--- config.mk ---
export PLATFORM = sky130hd
export DESIGN_NAME = out_wb_engine
export DESIGN_NICKNAME = d
export VERILOG_FILES = /design/src/rtl/out_wb_engine_pkg.sv /design/src/rtl/out_wb_engine_wb_fifo.sv /design/src/rtl/out_wb_engine.sv
export SDC_FILE = /design/constraint.sdc
export NUM_CORES = 1
export LEC_CHECK = 0
export CAP_MARGIN = 20
export CORE_MARGIN = 4
export CORE_UTILIZATION = 30
export DETAILED_ROUTE_END_ITERATION = 8
export DONT_BUFFER_PORTS = 1
export PLACE_DENSITY_LB_ADDON = 0.15
export SYNTH_ARGS = -nofsm -noshare
export SYNTH_HDL_FRONTEND = slang
export SYNTH_SLANG_ARGS = --single-unit
export TNS_END_PERCENT = 1
--- constraint.sdc ---
create_clock -name clk -period 5.6 [get_ports clk]
set_clock_uncertainty 0.2 [all_clocks]
set_input_delay 0.84 -clock clk [delete_from_list [all_inputs] [get_ports clk]]
set_output_delay 0.84 -clock clk [all_outputs]
set_load 0.05 [all_outputs]
--- src/rtl/out_wb_engine_pkg.sv ---
// -----------------------------------------------------------------------------
// out_wb_engine_pkg
//
// Shared definitions for the output write-back engine:
//   - wb_state_e : job state encoding (IDLE, RUN, DONE)
//   - DESIGN_SIZE, DEF_DWIDTH, DEF_AWIDTH, DEF_DEPTH : default geometry that
//     matches the surrounding accelerator (lanes per row, bits per lane,
//     activation BRAM address width, write-back FIFO depth).
// -----------------------------------------------------------------------------
package out_wb_engine_pkg;

    // Default geometry of the activation/output path.
    localparam int DESIGN_SIZE     = 4;
    localparam int DEF_DWIDTH      = 8;
    localparam int DEF_AWIDTH      = 10;
    localparam int DEF_DEPTH       = 4;
    localparam int DEF_CNT_WIDTH   = 16;
    localparam int DEF_STRIDE_WIDTH = 16;

    // Job state of the write-back engine.
    typedef enum logic [1:0] {
        ST_IDLE = 2'd0,
        ST_RUN  = 2'd1,
        ST_DONE = 2'd2
    } wb_state_e;

endpackage : out_wb_engine_pkg

--- src/rtl/out_wb_engine_wb_fifo.sv ---
// -----------------------------------------------------------------------------
// out_wb_engine_wb_fifo
//
// Synchronous FIFO buffering accepted rows until the shared BRAM port is
// granted. The head entry is presented combinationally on pop_data.
//
// Parameters:
//   WIDTH  bits per entry
//   DEPTH  number of entries (power of two, at least 2)
//
// Ports:
//   clk        in   sole clock
//   reset      in   asynchronous, active-high; empties the FIFO
//   push       in   write push_data at the tail
//   push_data  in   WIDTH  entry to write
//   pop        in   remove the head entry
//   pop_data   out  WIDTH  current head entry
//   full       out  no free entry
//   empty      out  no valid entry
// -----------------------------------------------------------------------------
module out_wb_engine_wb_fifo #(
    parameter int WIDTH = 32,
    parameter int DEPTH = 4
) (
    input  logic             clk,
    input  logic             reset,
    input  logic             push,
    input  logic [WIDTH-1:0] push_data,
    input  logic             pop,
    output logic [WIDTH-1:0] pop_data,
    output logic             full,
    output logic             empty
);

    localparam int PTR_W = $clog2(DEPTH);

    // Pointers carry one extra wrap bit so that full and empty can be told
    // apart when the index bits are equal.
    logic [PTR_W:0]     wr_ptr_q, wr_ptr_d;
    logic [PTR_W:0]     rd_ptr_q, rd_ptr_d;
    logic [WIDTH-1:0]   mem_q [DEPTH];
    logic               do_push;
    logic               do_pop;

    assign empty    = (wr_ptr_q == rd_ptr_q);
    assign full     = (wr_ptr_q[PTR_W] != rd_ptr_q[PTR_W]) &&
                      (wr_ptr_q[PTR_W-1:0] == rd_ptr_q[PTR_W-1:0]);
    assign pop_data = mem_q[rd_ptr_q[PTR_W-1:0]];

    // A push into a full FIFO is only legal when the head leaves in the same
    // cycle; the slot being refilled is the one just read out.
    assign do_push = push && (!full || pop);
    assign do_pop  = pop && !empty;

    // Next-pointer computation.
    always_comb begin
        wr_ptr_d = wr_ptr_q;
        rd_ptr_d = rd_ptr_q;
        if (do_push) begin
            wr_ptr_d = wr_ptr_q + (PTR_W+1)'(1);
        end
        if (do_pop) begin
            rd_ptr_d = rd_ptr_q + (PTR_W+1)'(1);
        end
    end

    // Pointer registers; reset discards every stored entry.
    always_ff @(posedge clk or posedge reset) begin
        if (reset) begin
            wr_ptr_q <= '0;
            rd_ptr_q <= '0;
        end else begin
            wr_ptr_q <= wr_ptr_d;
            rd_ptr_q <= rd_ptr_d;
        end
    end

    // Storage array; contents need no reset because the pointers gate them.
    always_ff @(posedge clk) begin
        if (do_push) begin
            mem_q[wr_ptr_q[PTR_W-1:0]] <= push_data;
        end
    end

endmodule : out_wb_engine_wb_fifo

--- src/rtl/out_wb_engine.sv ---
// -----------------------------------------------------------------------------
// out_wb_engine
//
// Output write-back engine between the last post-processing stage and the
// write port of the activation/output BRAM. Rows arrive over a valid/ready
// handshake, are buffered in a FIFO, and are written to the BRAM through a
// request/grant handshake at addresses generated with a signed per-row stride.
// A job is started by a one-cycle start pulse and ends after num_rows writes
// with a one-cycle done pulse.
//
// Configuration macro:
//   OUT_WB_LANE_MASK_EN  defined   : bram_we = lane_mask latched at start
//                        undefined : bram_we = all ones, lane_mask ignored
//
// Ports:
//   clk          in   sole clock
//   reset        in   asynchronous, active-high; aborts any job
//   start        in   one-cycle pulse latching the job parameters
//   base_addr    in   AWIDTH        address of the first row
//   addr_stride  in   STRIDE_WIDTH  signed per-row address increment
//   num_rows     in   CNT_WIDTH     rows in the job
//   lane_mask    in   LANES         per-lane write mask
//   in_valid     in   input row valid
//   in_data      in   LANES*DWIDTH  input row, lane 0 in the LSBs
//   in_ready     out  row accepted when in_valid is also high
//   bram_req     out  request for the BRAM write port
//   bram_gnt     in   port granted this cycle
//   bram_addr    out  AWIDTH        write address
//   bram_wdata   out  LANES*DWIDTH  write data
//   bram_we      out  LANES         per-lane write enable
//   busy         out  job active (RUN or DONE)
//   done         out  one-cycle completion pulse
// -----------------------------------------------------------------------------
module out_wb_engine
    import out_wb_engine_pkg::*;
#(
    parameter int LANES        = DESIGN_SIZE,
    parameter int DWIDTH       = DEF_DWIDTH,
    parameter int AWIDTH       = DEF_AWIDTH,
    parameter int DEPTH        = DEF_DEPTH,
    parameter int CNT_WIDTH    = DEF_CNT_WIDTH,
    parameter int STRIDE_WIDTH = DEF_STRIDE_WIDTH
) (
    input  logic                      clk,
    input  logic                      reset,
    input  logic                      start,
    input  logic [AWIDTH-1:0]         base_addr,
    input  logic [STRIDE_WIDTH-1:0]   addr_stride,
    input  logic [CNT_WIDTH-1:0]      num_rows,
    input  logic [LANES-1:0]          lane_mask,
    input  logic                      in_valid,
    input  logic [LANES*DWIDTH-1:0]   in_data,
    output logic                      in_ready,
    output logic                      bram_req,
    input  logic                      bram_gnt,
    output logic [AWIDTH-1:0]         bram_addr,
    output logic [LANES*DWIDTH-1:0]   bram_wdata,
    output logic [LANES-1:0]          bram_we,
    output logic                      busy,
    output logic                      done
);

    localparam int ROW_W = LANES * DWIDTH;
    localparam int EXT_W = (AWIDTH > STRIDE_WIDTH) ? AWIDTH : STRIDE_WIDTH;

    wb_state_e                  state_q, state_d;
    logic [AWIDTH-1:0]          cur_addr_q, cur_addr_d;
    logic [STRIDE_WIDTH-1:0]    addr_stride_q, addr_stride_d;
    logic [CNT_WIDTH-1:0]       num_rows_q, num_rows_d;
    logic [CNT_WIDTH-1:0]       acc_cnt_q, acc_cnt_d;
    logic [CNT_WIDTH-1:0]       wr_cnt_q, wr_cnt_d;
    logic [LANES-1:0]           lane_mask_q, lane_mask_d;
    logic [AWIDTH-1:0]          bram_addr_q, bram_addr_d;
    logic [ROW_W-1:0]           bram_wdata_q, bram_wdata_d;
    logic [LANES-1:0]           bram_we_q, bram_we_d;

    logic                       fifo_full;
    logic                       fifo_empty;
    logic [ROW_W-1:0]           fifo_head;
    logic                       push;
    logic                       pop;
    logic [LANES-1:0]           lane_mask_in;
    logic [EXT_W-1:0]           stride_ext;
    logic [AWIDTH-1:0]          addr_step;
    logic [CNT_WIDTH-1:0]       wr_cnt_inc;

`ifdef OUT_WB_LANE_MASK_EN
    assign lane_mask_in = lane_mask;
`else
    // Without per-lane masking every write covers the whole row.
    logic unused_lane_mask;
    assign unused_lane_mask = ^lane_mask;
    assign lane_mask_in     = '1;
`endif

    // The stride is sign-extended before being cut to the address width so
    // that negative strides walk downwards and all arithmetic wraps mod 2^AWIDTH.
    assign stride_ext = EXT_W'($signed(addr_stride_q));
    assign addr_step  = stride_ext[AWIDTH-1:0];
    assign wr_cnt_inc = wr_cnt_q + CNT_WIDTH'(1);

    assign in_ready = (state_q == ST_RUN) && !fifo_full && (acc_cnt_q < num_rows_q);
    assign bram_req = (state_q == ST_RUN) && !fifo_empty;
    assign push     = in_valid && in_ready;
    assign pop      = bram_req && bram_gnt;

    assign busy       = (state_q != ST_IDLE);
    assign done       = (state_q == ST_DONE);
    assign bram_addr  = bram_addr_q;
    assign bram_wdata = bram_wdata_q;
    assign bram_we    = bram_we_q;

    // Row buffer between the input handshake and the BRAM port.
    out_wb_engine_wb_fifo #(
        .WIDTH (ROW_W),
        .DEPTH (DEPTH)
    ) u_wb_fifo (
        .clk       (clk),
        .reset     (reset),
        .push      (push),
        .push_data (in_data),
        .pop       (pop),
        .pop_data  (fifo_head),
        .full      (fifo_full),
        .empty     (fifo_empty)
    );

    // Job control: state transitions, parameter latching, counters, address
    // generation and the registered BRAM write port. Write enables default to
    // zero so a write happens only in the cycle following a granted pop, while
    // address and data keep their last values.
    always_comb begin
        state_d       = state_q;
        cur_addr_d    = cur_addr_q;
        addr_stride_d = addr_stride_q;
        num_rows_d    = num_rows_q;
        acc_cnt_d     = acc_cnt_q;
        wr_cnt_d      = wr_cnt_q;
        lane_mask_d   = lane_mask_q;
        bram_addr_d   = bram_addr_q;
        bram_wdata_d  = bram_wdata_q;
        bram_we_d     = '0;

        case (state_q)
            ST_IDLE: begin
                if (start) begin
                    cur_addr_d    = base_addr;
                    addr_stride_d = addr_stride;
                    num_rows_d    = num_rows;
                    lane_mask_d   = lane_mask_in;
                    acc_cnt_d     = '0;
                    wr_cnt_d      = '0;
                    state_d       = (num_rows == '0) ? ST_DONE : ST_RUN;
                end
            end

            ST_RUN: begin
                if (push) begin
                    acc_cnt_d = acc_cnt_q + CNT_WIDTH'(1);
                end
                if (pop) begin
                    bram_addr_d  = cur_addr_q;
                    bram_wdata_d = fifo_head;
                    bram_we_d    = lane_mask_q;
                    cur_addr_d   = cur_addr_q + addr_step;
                    wr_cnt_d     = wr_cnt_inc;
                    // DONE is entered together with the final write so that
                    // done coincides with the last bram_we.
                    if (wr_cnt_inc == num_rows_q) begin
                        state_d = ST_DONE;
                    end
                end
            end

            ST_DONE: begin
                state_d = ST_IDLE;
            end

            default: begin
                state_d = ST_IDLE;
            end
        endcase
    end

    // State and datapath registers; reset abandons any job in flight.
    always_ff @(posedge clk or posedge reset) begin
        if (reset) begin
            state_q       <= ST_IDLE;
            cur_addr_q    <= '0;
            addr_stride_q <= '0;
            num_rows_q    <= '0;
            acc_cnt_q     <= '0;
            wr_cnt_q      <= '0;
            lane_mask_q   <= '0;
            bram_addr_q   <= '0;
            bram_wdata_q  <= '0;
            bram_we_q     <= '0;
        end else begin
            state_q       <= state_d;
            cur_addr_q    <= cur_addr_d;
            addr_stride_q <= addr_stride_d;
            num_rows_q    <= num_rows_d;
            acc_cnt_q     <= acc_cnt_d;
            wr_cnt_q      <= wr_cnt_d;
            lane_mask_q   <= lane_mask_d;
            bram_addr_q   <= bram_addr_d;
            bram_wdata_q  <= bram_wdata_d;
            bram_we_q     <= bram_we_d;
        end
    end

endmodule : out_wb_engine

==> out/qor.yml <==
ff2ff_setup_slack_ns: 1.97
grt_overflow: 0
fin_crit_ns: 3.819
dp_hpwl_um: 17600
path_common_cell: "buf_4"
die_x_um: 200.7
avgViaCountPerCell: 4.857
async_flop_share_pct: 48.39
antenna_found_initial: 0
grt_pass1_vias: 7118
period_share_pct: 68.19
layout_common_cells: "nand2_1 (231), edfxtp_1 (128), dfrtp_1 (118)"
crit_buf_inv: 2
dr.pass1.iters: 5
place_congestion: 0.7583
r2r-end: "state_q[1]"
drv_slew: 0
end_kind: "primary output"
critPathMaxStageDelay_ns: 0.47
synth_cell_types: 59
rsz0062_at_grt: "false"
core_area_um2: 36610
min_path_type: "input pin to async pin"
numCtsBuffers: 29
ir_worst_vdd_mv: 0.3479
grt_pass1_wl_um: 42610
area_growth_pct: 13.05
nFillCells: 3662
synth_area_per_cell_um2: 12.10
cp.required_ns: 4.56
grt_max_degree: 75
startpoint: "u_wb_fifo.rd_ptr_q[1]"
ant_nets: 0
fin_tns_setup_ns: 0
slew-limit-headroom_pct: 36.05
cp.arrival_ns: 2.78
drive_gt1_share_pct: 11.69
fp-row-count: 70
wl_um: 27010
drc: 0
synthCells: 920
die_h_um: 200.7
netlist_area_um2: 11130
synth_ff_type: "edfxtp_1"
clock_path_buffers: 3
worstPathCellList: "buf_4 > xnor2_1 > a311o_1 > a21oi_4 > o211ai_4 > a21oi_1 > buf_4"
grtUsageTotal_pct: 13.30
setup_viol: 0
status: "completed"
cp_slowest_cell: "buf_4"
die-area_um2: 40260
instances_no_fill: 1409
final_common_cell: "nand2_1"
yosysWarnings: 0
cts.sinks: 248
postCtsSetupRepairBufs: 0
hold_viol: 0
start_kind: "flop"
syn_nets: 1035
max_freq_mhz: 261.9
cts_resized: 0
clkTransAtPathRegs_ns: 0.06
io_pins: 133
clk_latency_ns: 0.56
path_class: "flop to primary output"
critical_path_peak_fanout: 35
post_drt_wl_per_cell_um: 19.17
synth_edf_count: 128
ys_seq_area_share_pct: 61.49
drt-initial-drc-count: 362
final_nets: 1033
start_util_pct: 30.41
r2r-start: "u_wb_fifo.rd_ptr_q[1]"
p_per_area_nw_per_um2: 596.6
vias: 6844
cts.htree.levels: 1
placed_cells: 1355
crit_family: "compound AO/OA/AOI/OAI gates"
rr_worst_depth: 9
maxCapViolCount: 0
tightest_slew_ns: 0.9562
synth-seq-cells: 248
clk_root_buffer_cell: "clkbuf_16"
power.leakage_uw: 0.004978
postCtsHoldBufs: 0
numPortBuffers: 0
cts_tree: "built"
diodes: 0
sequential cells by signal, indices dropped and copies added (netlist names), 10 cells and up:
signal,cells
wr_cnt_q,16
cur_addr_q,10
acc_cnt_q,16
bram_wdata,32
u_wb_fifo.mem_q,128
num_rows_q,16
bram_addr,10
addr_stride_q,10
per-stage QoR:
stage | hold slack, ns | area, µm² | setup slack [ns] | util (%) | power (µW)
final | 0.09174 | 12590 | 1.781 | 34.38 | 7510
after global routing | 0.1353 | 12590 | 1.561 | 34.38 | 8056
after CTS | 0.1115 | 12590 | 1.637 | 34.38 | 7663
after detailed placement | 0.2463 | 11640 | 1.865 | 31.79 | 5752
after global placement | 0.2424 | 11640 | 1.905 | 31.79 | 5732
after floorplan | 0.2146 | 11130 | 1.374 | - | 5094
layer usage:
layer | track usage, % | wire length (µm) | vias to the layer above
met4 | 3.319 | 491 | 0
met5 | 0 | 0 | -
li1 | - | - | 3286
met3 | 3.893 | 1790 | 35
met1 | 18.02 | 12390 | 3370
met2 | 21.18 | 12340 | 153
where the power goes:
group | internal, µW | switching, µW | leakage, µW
sequential | 2430 | 883 | 0.00268
combinational | 905 | 1420 | 0.00184
clock | 1110 | 759 | 0.000462
synthesized netlist by cell type, types with 3 or more instances:
master	count	area share, %
nor2_1	36	1.2
nor2b_1	6	0.34
edfxtp_1	128	35
and2_1	7	0.39
buf_4	4	0.27
ha_1	31	3.5
a21o_1	6	0.40
nand4_1	10	0.56
a31oi_1	9	0.51
nand2b_1	5	0.28
and3_1	7	0.39
nor3_1	10	0.45
nand2_1	232	7.8
a31o_2	3	0.24
mux4_2	32	6.5
mux2i_1	10	0.90
xor2_1	16	1.3
buf_2	8	0.36
o31ai_1	12	0.81
a41oi_1	3	0.24
nor4_1	9	0.51
nand3_1	19	0.85
o21ai_0	45	2.0
or4_1	4	0.27
o41ai_1	4	0.31
clkbuf_1	27	0.91
dfrtp_1	120	27
buf_1	5	0.17
a21oi_1	26	1.2
inv_1	25	0.84
xnor2_1	21	1.7
cell families after synthesis:
group | Yosys count | synth area share [%]
adders and majority gates | 32 | 3.663
and+or+nand+nor | 361 | 14.30
AOI/OAI and AO/OA | 126 | 7.259
xor gates and xnor gates | 37 | 2.910
buffers and inverters | 72 | 2.798
muxes | 44 | 7.574
DFF | 248 | 61.49
worst max-delay path by stage:
stage	slack, ns	endpoint	depth (start not counted)
floorplan	1.37	acc_cnt_q[0]	1
global placement	1.90	u_wb_fifo.mem_q[3][15]	7
detailed placement	1.86	u_wb_fifo.mem_q[3][16]	7
CTS	1.64	in_ready	7
global route	1.56	state_q[1]	9
finish	1.78	in_ready	7
layout make-up:
cell class,instances,area (µm²),area share (%)
Clock buffer,40,817.0,6.491
Clock inverter,14,132.6,1.054
Inverter,25,98.84,0.7853
Multi-Input combinational cell,600,3999,31.77
Sequential cell,248,6849,54.41
Tap cell,468,585.6,4.652
Timing Repair Buffer,14,105.1,0.8350
No activity file was read; power rests on OpenSTA's default activity.
